--- src/rtl/vram_write_fifo.sv ---
// vram_write_fifo: captures Z80 VRAM writes into a small FIFO drained by a req/ack consumer
module vram_write_fifo #(
  parameter int   DEPTH   = 4,
  parameter logic ADDR_HI = 1'b1
) (
  input  logic                   CLK_50,
  input  logic                   nRST,
  input  logic [15:0]            CPU_A,
  input  logic [7:0]             CPU_D,
  input  logic                   CPU_nWR,
  input  logic                   CPU_nMREQ,
  output logic                   CPU_nWAIT,
  output logic                   WR_REQ,
  output logic [14:0]            WR_ADDR,
  output logic [7:0]             WR_DATA,
  input  logic                   WR_ACK,
  output logic [$clog2(DEPTH):0] COUNT,
  output logic                   OVF,
  input  logic                   CLR_OVF
);
  localparam int PW = $clog2(DEPTH);
  localparam int CW = PW + 1;
  localparam logic [CW-1:0] FULL = CW'(DEPTH);
  localparam logic [CW-1:0] NEAR = CW'(DEPTH - 1);
  logic          s1, s2, s3;
  logic [23:0]   hold;
  logic [22:0]   mem [DEPTH];
  logic [PW-1:0] wr_ptr, rd_ptr, rd_nxt;
  logic [CW-1:0] count_nxt;
  logic [22:0]   head_nxt;
  logic          commit, push_req, push, pop, drop;
  // commit on the strobe's rising edge; a push into a full queue only succeeds when a pop frees a slot
  always_comb begin
    commit    = s2 & ~s3;
    push_req  = commit && (hold[23] == ADDR_HI);
    pop       = WR_ACK && (COUNT != '0);
    push      = push_req && ((COUNT < FULL) || pop);
    drop      = push_req && !push;
    rd_nxt    = pop ? rd_ptr + PW'(1) : rd_ptr;
    count_nxt = push ? (pop ? COUNT : COUNT + CW'(1)) : (pop ? COUNT - CW'(1) : COUNT);
    head_nxt  = (push && wr_ptr == rd_nxt) ? hold[22:0] : mem[rd_nxt];
  end
  // bus snapshot while the strobe is low, and queue storage; neither needs a reset
  always_ff @(posedge CLK_50) begin
    if (!s1) hold <= {CPU_A, CPU_D};
    if (push) mem[wr_ptr] <= hold[22:0];
  end
  // strobe synchronizer, pointers, registered head/status outputs
  always_ff @(posedge CLK_50 or negedge nRST) begin
    if (!nRST) begin
      {s1, s2, s3} <= 3'b111;
      wr_ptr       <= '0;
      rd_ptr       <= '0;
      COUNT        <= '0;
      WR_REQ       <= 1'b0;
      WR_ADDR      <= '0;
      WR_DATA      <= '0;
      OVF          <= 1'b0;
      CPU_nWAIT    <= 1'b1;
    end else begin
      {s1, s2, s3} <= {CPU_nWR & CPU_nMREQ, s1, s2};
      wr_ptr       <= push ? wr_ptr + PW'(1) : wr_ptr;
      rd_ptr       <= rd_nxt;
      COUNT        <= count_nxt;
      WR_REQ       <= count_nxt != '0;
      {WR_ADDR, WR_DATA} <= (count_nxt != '0) ? head_nxt : {WR_ADDR, WR_DATA};
      OVF          <= drop ? 1'b1 : (CLR_OVF ? 1'b0 : OVF);
      CPU_nWAIT    <= COUNT < NEAR;
    end
  end
endmodule

--- config.mk ---
export PLATFORM = sky130hd
export DESIGN_NAME = vram_write_fifo
export DESIGN_NICKNAME = d
export VERILOG_FILES = /design/src/rtl/vram_write_fifo.sv
export SDC_FILE = /design/constraint.sdc
export NUM_CORES = 1
export LEC_CHECK = 0
export CELL_PAD_IN_SITES_DETAIL_PLACEMENT = 1
export CELL_PAD_IN_SITES_GLOBAL_PLACEMENT = 1
export CORE_MARGIN = 5
export CORE_UTILIZATION = 48
export DETAILED_ROUTE_END_ITERATION = 12
export HOLD_SLACK_MARGIN = 0.06
export PLACE_DENSITY = 0.89
export SYNTH_ARGS = -nofsm -noshare
export SYNTH_HDL_FRONTEND = slang
export SYNTH_SLANG_ARGS = --single-unit
--- constraint.sdc ---
create_clock -name CLK_50 -period 3 [get_ports CLK_50]
set_clock_uncertainty 0.2 [all_clocks]
set_input_delay 0.45 -clock CLK_50 [delete_from_list [all_inputs] [get_ports CLK_50]]
set_output_delay 0.45 -clock CLK_50 [all_outputs]
set_load 0.05 [all_outputs]
* Word level (Yosys, flattened, before mapping) *
Memories as Yosys holds them, arrays and structs flattened. A register that Yosys moved wholly into a read port is not among the register bits.
Index checks and enable logic that the tools add are counted.

word-level totals
  memories kept = 1
  RAM bits = 92
  output and inout bits = 29
  bits of input ports = 30
  logic and storage cells = 38
  register bits = 37

memories
  memory  depth  width  rd ports  clocked after memory_dff  wr ports  RTL line  text
  mem     4      23     1         1                         1         27        logic [22:0] mem [DEPTH];

operators by class
  $lt $le $gt $ge = 2
  reductions and logical operators = 10
  multiplexer cells = 8
  add/subtract/negate cells = 4
  bitwise gates (word level) = 3

operators by type and width
  kind                 count
  $mux 3               3
  $reduce_bool 3->1    2
  $add 2x1->2 const B  2
  $logic_and 1x1->1    4
  $mux 1               4
  $add 3x1->3 const B  1
  $lt 3x2->1 const B   1
  $lt 3x3->1 const B   1
  $sub 3x1->3 const B  1
  $and 1x1->1          2
  $logic_not 1->1      2
  $mux 2               1
  $reduce_bool 2->1    1
  $logic_or 1x1->1     1
  $not 1->1            1

* Depth between registers and ports, before layout *
Gate-level depths: netlist of run 1.

  depth after elaboration = 7
  gate-level depth with buffers = 11
  mapped depth without buffers = 8

* Worst setup path before layout of run 1 *
Ideal clock, no wire load.

  path type = register -> register
  start = reg COUNT[1]
  end = reg WR_ADDR[8], read port of mem
  path slack = 132 ps
  stages on the path, launching flop included = 11
  data required time = 2,673 ps
  period minus slack after synthesis = 2,868 ps
  path buffers = 2
  setup time = 127 ps
  data arrival time = 2,541 ps
  cell sequence = dfrtp_1 > inv_1 > ha_1 > nand2b_1 > buf_2 > a21oi_1 > nor4_2 > o21a_1 > buf_2 > o21ai_0 > mux2_1

between the ends
  cells in the longest elaborated chain, start to end = 6
  elaborated cells between the ends (all ways) = 12
  those cells by class = 2 x add/sub; 1 x order compare; 4 x mux; 5 x reduce/logical

RTL lines
  element                                                              RTL line  text
  start: declaration                                                   17        output logic [$clog2(DEPTH):0] COUNT,
  start signal: assignment                                             64        COUNT <= count_nxt;
  parallel branches: the longest is 6 deep, another holds $sub 3x1->3  --
  end: declaration                                                     14        output logic [14:0] WR_ADDR,

Several ways; the timed one is not identified.
A chain may end at the register's enable or synchronous reset.

* Worst setup path after layout of run 1 *
  start = reg COUNT[1]
  end = reg WR_DATA[1], read port of mem

between the ends
  cells in the longest elaborated chain, start to end = 6
  elaborated cells between the ends (all ways) = 12
  those cells by class = 2 x add/sub; 1 x order compare; 4 x mux; 5 x reduce/logical

RTL lines
  element                                                              RTL line  text
  parallel branches: the longest is 6 deep, another holds $sub 3x1->3  --
  end: declaration                                                     15        output logic [7:0] WR_DATA,

Several ways; the timed one is not identified.

==> impl_metrics.yaml, run 1 <==
pwr:
  vdd_drop_max_mv: 0.468
  power_mw: 9.16
  leakage_nw: 2.93
  pwr_density_cell_nw_per_um2: 1130
detailed_routing:
  first_iter_violations: 445
  drc_errors: 0
  ant_nets: 0
  viasPerCell: 6.41
  routedWlPerCell_microns: 27.2
  dr.pass1.iters: 5
  num_vias: 4568
  wl_microns: 19400
sta:
  min_period_ns: 2.82
  tns_ns: 0
  rsz0062_at_grt: "false"
  finalSetupViolCount: 0
  fin_crit_sh_pct: 94.1
  slew_violations: 0
  max_freq_ghz: 0.354
  setup_slack_ns: 0.177
  hold_violations: 0
  maxSlewHeadroom_pct: 37.5
  worst_pin_slew_ns: 0.937
global_routing:
  overflow: 0
  antenna_found_initial: 0
  first_global_vias: 5078
  grt_max_degree: 37
  grt_pass1_wl_microns: 30000
  grt_usage_pct: 25.1
place:
  place_ws_ns: -0.218
  gp_congestion: 0.814
  port_buffers: 58
  place_hpwl_microns: 11300
flow_run:
  drv_cap: 0
yosys:
  ys_seq_area_share_pct: 67.6
  synth.area.top_cells: "edfxtp_1, dfrtp_1, o211ai_1, mux2_4, mux2i_1"
  synth_common_cells: "edfxtp_1, o211ai_1, dfrtp_1"
  synth_cells: 441
  synth.distinct_cells: 42
  syn-cell-area_sq_um: 6490
  synth_edf_count: 116
  ys_seq_elements: 152
  synthFlopType: "edfxtp_1"
  avgSynthCellArea_sq_um: 14.7
  synth.net_count: 478
  yosysWarnings: 0
  yosysMostFrequentCell: "edfxtp_1"
  ys_async_sr_fraction_pct: 23.7
  synth.largest_area_cell: "edfxtp_1"
  synth_top_area_share_pct: 53.7
worst_setup_path:
  critical_path.startpoint_type: "flip-flop"
  r2r-end: "WR_DATA[1]"
  cp.required_ns: 3.12
  critPathMaxFanout: 23
  timing_worst_setup_path_type: "reg -> reg"
  endpoint_kind: "flip-flop"
  cp.arrival_ns: 2.94
  crit_path_start: "COUNT[1]"
  r2r_start: "COUNT[1]"
  endpoint: "WR_DATA[1]"
  r2r_slack_ns: 0.18
  ff2ff_path_depth: 9
clock_network:
  cts_tree: "built"
  clkTransAtPathRegs_ns: 0.07
  clock_sinks: 152
  ctsRootBufferMaster: "clkbuf_16"
  insertion_delay_ns: 0.43
  clock_path_buffers: 2
  cts_buffers: 17
  htree_levels: 4
floorplan:
  die_w_microns: 126
  rows: 42
  pin_count: 59
  core-area_sq_um: 13200
  die_h_microns: 126
  initial_utilization_pct: 49.0
  dieArea_sq_um: 15900
final_layout:
  utilization_pct: 61.4
  nNetsFinal: 561
  drive_gt1_share_pct: 18.6
  area_growth_pct: 25.3
  antennaDiodeCount: 0
status:
  status: "completed"
hold_path:
  hold_class: "reg -> reg"
## critical path: stages (launching register included)
cell and delay (ns):
dfrtp_1 0.38, inv_1 0.13, ha_1 0.23, nand2b_1 0.09, buf_4 0.20, mux2_2 0.63
o211ai_1 0.21, o221ai_1 0.15, o21ai_0 0.19, mux2_4 0.29
## flip-flops by register name, summed over array words and instances (netlist names)
register	cells
COUNT	3
s1	1
rd_ptr	2
mem	92
WR_ADDR	15
wr_ptr	2
WR_DATA	8
hold	24
s2	1
OVF	1
WR_REQ	1
CPU_nWAIT	1
s3	1
## worst min path at each step
stage | end | from | depth (start not counted) | slack, ns
final | s2 | s1 | 0 | 0.17
after global placement | s3 | s2 | 0 | 0.16
after CTS | s2 | s1 | 0 | 0.17
after global routing | s2 | s1 | 0 | 0.17
after floorplan | COUNT[0] | nRST | 0 | -0.05
after detailed placement | s3 | s2 | 0 | 0.16
## metrics by stage
stage | instance area (sq um) | instances | hold WS [ns]
detailed placement | 7480 | 677 | 0.158
global route | 8130 | 713 | 0.173
global placement | 7480 | 677 | 0.158
finish | 8130 | 713 | 0.165
CTS | 8130 | 713 | 0.169
floorplan | 6490 | 441 | -0.0456
## final cells by class
| type | instances | area (sq um) |
|---|---|---|
| fill | 1269 | 5110 |
| tap | 176 | 220 |
| clock buffer | 23 | 458 |
| sequential | 152 | 4390 |
| clock inverter | 9 | 151 |
| timing repair buffer | 102 | 971 |
| inverter | 8 | 30.0 |
| multi-input combinational | 243 | 1910 |
## what timing repair did
action,CTS,global route
hold buffers,1,0
endpoints found under the hold margin,32,0
setup endpoints to repair,5,0
buffers inserted,3,0
gates resized for setup,1,0
## kinds of logic after synthesis
family,share of synthesized area (%)
AO/OA/AOI/OAI,15.8
flip-flops,67.6
multiplexers,8.81
buffers and inverters,3.24
AND/OR/NAND/NOR,2.51
adder cells (fa/ha/maj),1.35
XOR/XNOR,0.675
## power breakdown
part           internal (mW)  switching (mW)  total (mW)
Combinational           1.63            2.44        4.07
Clock                   1.41           0.821        2.23
Sequential              2.60           0.256        2.86
Total                   5.64            3.52        9.16
## layer usage
| layer | vias up | global-route usage (%) | wire, microns |
|---|---|---|---|
| met5 | - | 0 | 0 |
| li1 | 1907 | - | - |
| met1 | 2328 | 29.8 | 7380 |
| met4 | 0 | 14.0 | 906 |
| met3 | 82 | 5.50 | 1350 |
| met2 | 251 | 42.3 | 9740 |
## cells in the final DEF (no fill, tap or decap), types with 2 or more instances in the layout
cell	n
inv_1	8
o21a_1	2
ha_1	7
xnor2_1	4
clkbuf_1	5
mux2_1	4
clkbuf_16	17
clkdlybuf4s50_1	57
dfrtp_1	32
buf_12	5
mux2i_1	23
o21ai_0	30
dfstp_2	4
a21oi_1	28
nand2b_1	2
edfxtp_1	116
nor2b_1	2
nor3_1	3
clkinv_2	3
o21ai_1	19
buf_4	38
bufinv_16	4
mux2_4	19
and2_1	6
o211ai_1	46
nand2_1	4
a21o_1	2
nand3_1	3
o221ai_1	23
Power figures use the tool's default switching activity.
==> run 2: changes to the inputs <==
CELL_PAD_IN_SITES_DETAIL_PLACEMENT = default   (was 1)
CELL_PAD_IN_SITES_GLOBAL_PLACEMENT = default   (was 1)
CORE_UTILIZATION = 59   (was 48)
CTS_BUF_LIST = sky130_fd_sc_hd__clkbuf_4 sky130_fd_sc_hd__clkbuf_8   (was default)
CTS_CLUSTER_DIAMETER = 60   (was default)
PLACE_DENSITY = 0.92   (was 0.89)
==> run 2 against run 1 <==
Against the previous run: global-route usage shrank 0.76 points; wire length shrank 21%; sequential share of layout area grew 2.5 points; die area shrank 17%; hold slack gained 0.0046 ns; critical path type unchanged; clock power shrank 30%; combinational power shrank 7.4%.
==> impl_metrics.yaml, run 2 (same netlist as run 1, synthesis figures left out) <==
status:
  status: "completed"
final_layout:
  nNetsFinal: 547
  regMostFlops: "mem"
  antennaDiodeCount: 0
  nFillCells: 630
  layout.cells.non_filler: 663
  final_common_cell: "edfxtp_1"
  largest_reg_flops: 92
  reg_top3: "mem x92, hold x24, WR_ADDR x15"
  utilization_pct: 72.0
  final_cell_area_sq_um: 7770
  area_growth_pct: 19.7
  drive_gt1_share_pct: 17.2
  final_cell_mix: "edfxtp_1, clkdlybuf4s50_1, o211ai_1"
place:
  dp_cells: 630
  gp_congestion: 0.821
  port_buffers: 58
  place_hpwl_microns: 9300
  placed_area_sq_um: 7350
pwr:
  leakage_nw: 2.77
  pwr_density_cell_nw_per_um2: 1050
  vdd_drop_max_mv: 0.543
clock_network:
  ctsRootBufferMaster: "clkbuf_8"
  cts_tree: "built"
  clock_sinks: 152
  htree_levels: 4
  insertion_delay_ns: 0.45
  clkTransAtPathRegs_ns: 0.08
  clock_path_buffers: 2
  post_cts_buffers: 0
  cts_buffers: 17
worst_setup_path:
  critPathMaxFanout: 24
  ff2ff_path_depth: 9
  cp.required_ns: 3.12
  critical_path.startpoint_type: "flip-flop"
  timing_worst_setup_path_type: "reg -> reg"
  endpoint_kind: "flip-flop"
  cp.arrival_ns: 2.91
detailed_routing:
  routedWlPerCell_microns: 23.2
  wl_microns: 15400
  dr.pass1.iters: 5
  route.top_layer_used: "met4"
  viasPerCell: 6.60
  num_vias: 4376
  first_iter_violations: 488
  met2WireLength_microns: 7850
  met3_length_microns: 1420
  drc_errors: 0
  ant_nets: 0
  wl_met1_microns: 5650
sta:
  rsz0062_at_grt: "false"
  min_period_ns: 2.79
  tns_ns: 0
  worst_pin_slew_ns: 1.07
  fin_crit_sh_pct: 92.9
  fin_hold_ws_ns: 0.170
  hold_violations: 0
  finalSetupViolCount: 0
  slew_violations: 0
  maxSlewHeadroom_pct: 28.5
  max_freq_ghz: 0.359
global_routing:
  grt_usage_pct: 24.3
  grt_max_degree: 37
  grt_pass1_wl_microns: 24100
  overflow: 0
  antenna_found_initial: 0
  first_global_vias: 4594
floorplan:
  rows: 38
  core-area_sq_um: 10800
  dieArea_sq_um: 13200
  initial_utilization_pct: 60.1
  die_w_microns: 115
  die_h_microns: 115
  pin_count: 59
hold_path:
  hold_depth: 0
  hold_class: "reg -> reg"
flow_run:
  drv_cap: 0
-- run 2: cell count changes in the layout (fill, tap and decap cells not counted), moves of 2 or more --
cell	delta
clkbuf_8	+18
clkbuf_16	-17
buf_4	-14
clkbuf_1	-5
clkbuf_4	+3
bufinv_16	-2
clkinv_2	-2
inv_6	+2
-- run 2: final cells by class --
class	instances	area, sq um	area share, %
inverter	8	30.0	0.387
clock inverter	10	119	1.53
sequential	152	4390	56.5
multi-input combinational	243	1900	24.5
timing repair buffer	88	866	11.1
tap	140	175	2.26
clock buffer	22	284	3.66
-- run 2: repair_timing --
item,in CTS,in global routing
hold endpoints to repair,32,0
endpoints found under the setup margin,0,9
gates resized for setup,0,1
hold buffers,1,0
-- run 2: path summary, 6_finish.rpt --
check / endpoint / start / slack, ns
worst max-delay path: WR_ADDR[6] / COUNT[1] / 0.21
worst min-delay path: s3 / s2 / 0.17
worst max register to register: WR_ADDR[6] / COUNT[1] / 0.21
worst min register to register: s3 / s2 / 0.17
max in group asynchronous: WR_ADDR[9] / nRST / 1.59
min in group asynchronous: WR_ADDR[14] / nRST / 0.47
-- run 2: worst max-delay path: stages, from the launching register on --
cell	delay [ns]
dfrtp_1	0.45
inv_1	0.14
ha_1	0.24
and2b_1	0.22
nor3_1	0.20
a31oi_2	0.07
xnor2_1	0.16
or3_1	0.43
buf_12	0.21
mux2_1	0.33
-- run 2: report_power, final --
part	switching (mW)	internal, mW	total [mW]
Combinational	2.20	1.57	3.77
Clock	0.741	0.814	1.56
Sequential	0.259	2.60	2.86
-- run 2: per-layer routing --
| layer | GRT usage [%] | up-vias |
|---|---|---|
| li1 | - | 1879 |
| met1 | 30.4 | 2140 |
| met2 | 40.1 | 304 |
| met3 | 6.26 | 53 |
| met4 | 11.0 | 0 |
| met5 | 0 | - |
-- run 2: metrics by stage --
step	setup WS, ns	total power, mW
floorplan	0.132	5.46
finish	0.213	8.18
detailed placement	0.104	6.59
CTS	0.184	8.15
global route	0.0220	8.53
global placement	0.180	6.44
==> edit 1, RTL diff (flow settings as in run 2) <==
Reset style: synchronous (`nRST`), changed in one clocked block.
--- a/src/rtl/vram_write_fifo.sv
+++ b/src/rtl/vram_write_fifo.sv
@@ -48,3 +48,3 @@
   // strobe synchronizer, pointers, registered head/status outputs
-  always_ff @(posedge CLK_50 or negedge nRST) begin
+  always_ff @(posedge CLK_50) begin
     if (!nRST) begin
Check against the original RTL: differs if nRST is asserted again (counterexample within 10 cycles, from zero or initial values and one cycle with nRST low); with nRST held inactive, the same outputs for 10 cycles.
==> edit 1 against run 2 <==
  * Wire length decreased by 24%
  * Hold slack improved by 0.10 ns
  * Area after synthesis is 8.6% lower
  * Cell area shrank 8.5%
  * Total power shrank 17%
  * Sequential cell count is the same
  * Worst setup slack better by 0.032 ns
==> edit 1: results (changes against run 2) <==
Detailed routing
  – WL met3: 838 um (was 1420 um)
  – Wire per inst: 20.8 um (was 23.2 um)
  – Routed wl met2: 6050 um (was 7850 um)
  – Vias: 3343 (was 4376)
  – Initial DRC Count: 298 (was 488)
  – Avg Vias per Cell: 5.95 (was 6.60)
  – Met1 wire length: 4500 um (was 5650 um)

Synthesis
  – Post-synth top cells: edfxtp_1, dfxtp_1, a21oi_1 (was edfxtp_1, o211ai_1, dfrtp_1)
  – Syn avg cell area: 17.2 sq um (was 14.7 sq um)
  – Netlist cell types: 41 (was 42)
  – Net Count, Synth: 381 (was 478)
  – Post-synthesis sequential area ratio: 70.9% (was 67.6%)
  – Async set-reset flop share out of synthesis: 0% (was 23.7%)
  – Synth top area cells: edfxtp_1, dfxtp_1, mux4_2, mux2i_1, o31ai_1 (was edfxtp_1, dfrtp_1, o211ai_1, mux2_4, mux2i_1)
  – Number of synthesized flops with an enable pin: 116 (unchanged)

Global routing
  – Met3 Use GR: 6.64% (was 6.26%)
  – Global-route wire length before repair: 18600 um (was 24100 um)
  – All-Layer GR Usage: 21.4% (was 24.3%)
  – GRT met1 Usage: 26.3% (was 30.4%)
  – Vias in the first global route: 3505 (was 4594)
  – Grt met2 use: 34.7% (was 40.1%)

STA
  – Tightest Pin Transition: 1.10 ns (was 1.07 ns)

CTS
  – PostCTS Resize Cnt: 0 (unchanged)

Pwr
  – Worst VDD drop: 0.544 mV (was 0.543 mV)
  – Leak Pwr: 2.61 nW (was 2.77 nW)

Placed design
  – Final Wtd Congestion: 0.774 (was 0.821)
  – # placed instances: 530 (was 630)
  – Place WS: 0.0974 ns (was 0.104 ns)
  – PortBufs: 58 (unchanged)
  – Post-DP HPWL: 7070 um (was 9300 um)
  – DP Area: 6710 sq um (was 7350 sq um)

Finish
  – Finished Core Util: 72.7% (was 72.0%)
  – Layout cells sized above 1: 16.3% (was 17.2%)
  – Fill cells: 592 (was 630)
  – Final nets: 453 (was 547)

Run status
  – Status: finished clean (unchanged)

Setup path
  – Arr. time, crit path: 2.87 ns (was 2.91 ns)
  – CP Max Fanout: 18 (was 24)
-- edit 1: cell count changes after synthesis, moves of 23 or more --
cell,before,now
dfxtp_1,0,36
o221ai_1,23,0
o21ai_0,30,4
o211ai_1,46,0
o31ai_1,0,23
dfrtp_1,32,0
-- edit 1: kinds of logic after synthesis --
kind of cell | count (synthesis) | synth area share, %
flops | 152 | 70.9
simple gates | 38 | 3.75
compound gates | 68 | 7.49
buf+inv | 29 | 2.93
xor+xnor | 3 | 0.443
mux | 47 | 13.0
fa+ha+maj | 7 | 1.48
-- edit 1: area by class of cell --
class                           count  share of cell area [%]
Sequential cell                   152                    59.1
Multi-Input combinational cell    163                    22.0
Timing Repair Buffer               73                    10.5
Clock buffer                       18                    3.40
Tap cell                          133                    2.34
Clock inverter                     14                    2.18
Inverter                            9                   0.510
-- edit 1: final timing paths --
| check | from | depth (start not counted) | to | slack (ns) |
|---|---|---|---|---|
| min reg2reg | s2$_SDFF_PN1_ | 1 | s3$_SDFF_PN1_ | 0.27 |
| max | COUNT[1]$_SDFF_PN0_ | 9 | WR_ADDR[1]$_SDFFE_PN0P_ | 0.25 |
| max reg2reg | COUNT[1]$_SDFF_PN0_ | 9 | WR_ADDR[1]$_SDFFE_PN0P_ | 0.25 |
| min | s2$_SDFF_PN1_ | 1 | s3$_SDFF_PN1_ | 0.27 |
-- edit 1: worst max-delay path, stage by stage, from the launching register on --
cell	delay (ns)
dfxtp_1	0.43
inv_1	0.12
ha_1	0.22
nor2b_1	0.16
or3_4	0.35
and2_1	0.21
buf_12	0.18
mux4_2	0.43
mux2i_1	0.22
a21oi_1	0.11
-- edit 1: power by group --
group | leakage, nW | internal (mW) | switching (mW)
combinational | 1.05 | 1.09 | 1.57
clock | 0.203 | 0.822 | 0.715
sequential | 1.36 | 2.46 | 0.134
==> edit 2, RTL diff (flow settings as in run 2) <==
Made on the original files. `DEPTH`: 4 -> 2.
--- a/src/rtl/vram_write_fifo.sv
+++ b/src/rtl/vram_write_fifo.sv
@@ -2,3 +2,3 @@
 module vram_write_fifo #(
-  parameter int   DEPTH   = 4,
+  parameter int   DEPTH   = 2,
   parameter logic ADDR_HI = 1'b1
Ports: changed (resized COUNT); port bits go from 59 to 58. No check against the original RTL was run, so the function may have changed too.
==> edit 2 against run 2 <==
  * Sequential cell count decreased by 49
  * Synthesized cell count shrank 46%
  * Worst setup slack gained 0.19 ns
  * Sequential share of layout area grew 3.7 points
  * First-iteration DRC count shrank 75%
  * Combinational power shrank 43%
  * Core utilization rose by 1.1 points
  * Wire length decreased by 52%
  * Total power down 37%
  * Sequential power down 31%
  * Area after synthesis down 39%
  * Cell area is 37% lower
==> edit 2: results (changes against run 2) <==
Synthesis
  – Synth Area in Adders: 0.314% (was 1.35%)
  – Net Count, Synth: 268 (was 478)
  – Syn avg cell area: 16.8 sq um (was 14.7 sq um)
  – Post-synthesis xor/xnor area fraction: 1.13% (was 0.675%)
  – Compound-gate portion of the synthesized area: 4.45% (was 15.8%)
  – Post-synth top cells: edfxtp_1, dfrtp_1, mux2i_1 (was edfxtp_1, o211ai_1, dfrtp_1)
  – Netlist cell types: 31 (was 42)
  – Number of synthesized flops with an enable pin: 70 (was 116)

STA
  – Max transition margin: 32.0% (was 28.5%)
  – Period utilisation layout: 86.4% (was 92.9%)

Placed design
  – Post-DP HPWL: 4820 um (was 9300 um)
  – PortBufs: 57 (was 58)
  – DP Area: 4630 sq um (was 7350 sq um)

Detailed routing
  – Initial DRC Count: 121 (was 488)
  – Total routed wirelength: 7410 um (was 15400 um)
  – DRT Pass-1 Iters: 4 (was 5)

Global routing
  – Global-route wire length before repair: 11700 um (was 24100 um)

Setup path
  – Crit path capture: WR_DATA[4]$_DFFE_PN0P_ (was WR_ADDR[6]$_DFFE_PN0P_)
  – Delay-heaviest family, CP: flip-flops (was simple AND/OR/NAND/NOR gates)
  – Arr. time, crit path: 2.69 ns (was 2.91 ns)
  – Flop2flop setup slack: 0.41 ns (was 0.21 ns)

Run status
  – Status: finished clean (unchanged)

Pwr
  – Power Density: 1060 nW/um^2 (was 1050 nW/um^2)
  – Worst VDD drop: 0.720 mV (was 0.543 mV)

Finish
  – Largest regs: mem x46, hold x24, WR_ADDR x15 (was mem x92, hold x24, WR_ADDR x15)
  – Layout cells sized above 1: 19.2% (was 17.2%)
  – Final nets: 333 (was 547)
  – Fill cells: 423 (was 630)

CTS
  – H-Tree Depth: 3 (was 4)
  – Num CTS Buffers: 9 (was 17)
==> edit 2: cell count changes after synthesis, moves of 21 or more <==
cell             run 2  this run
edfxtp_1           116        70
mux2_2               1        23
a21oi_1             29         2
clkbuf_1            25         0
o21ai_0             30         0
nand2_1              4        25
o211ai_1            46         0
o221ai_1            23         0
==> edit 2: worst reg2reg max path: cells and delay by family (launching register included) <==
family          cells  cell delay (ns)
flops               1             0.55
buf+inv             2             0.48
mux                 1             0.13
fa+ha+maj           1             0.28
compound gates      2             0.55
simple gates        2             0.34
==> edit 2: cell type report <==
| type | count | share of cell area [%] |
|---|---|---|
| clock buffers | 9 | 2.54 |
| clock inverters | 7 | 2.46 |
| inverters | 7 | 0.538 |
| multi-input cells | 118 | 19.4 |
| flip-flops and latches | 103 | 60.2 |
| well taps | 80 | 2.05 |
| repair buffers | 63 | 12.8 |
==> edit 2: what timing repair did <==
action                                 CTS  global route
endpoints found under the hold margin   29             0
hold buffers                             1             0
resized for setup                        0             0
setup buffers                            0             0
==> edit 2: per-layer routing <==
layer  up-vias  global-route usage [%]  wire length [um]
met1      1110                    21.4              2970
met3        17                    3.36               276
met2        61                    32.0              3920
met5         -                       0                 0
li1        999                       -                 -
met4         0                    10.6               236
==> edit 2: report_power, final <==
part           total, mW  leakage, nW  switching (mW)  internal, mW
combinational       2.15        0.756            1.33         0.818
clock               1.02        0.120           0.468         0.557
sequential          1.98         1.04           0.174          1.81
==> edit 2: cells by family after synthesis <==
group                    count (synthesis)
flip-flops                             103
AND/OR/NAND/NOR                         34
adder cells (fa/ha/maj)                  1
XOR/XNOR                                 3
buffers and inverters                   16
multiplexers                            50
AO/OA/AOI/OAI                           30
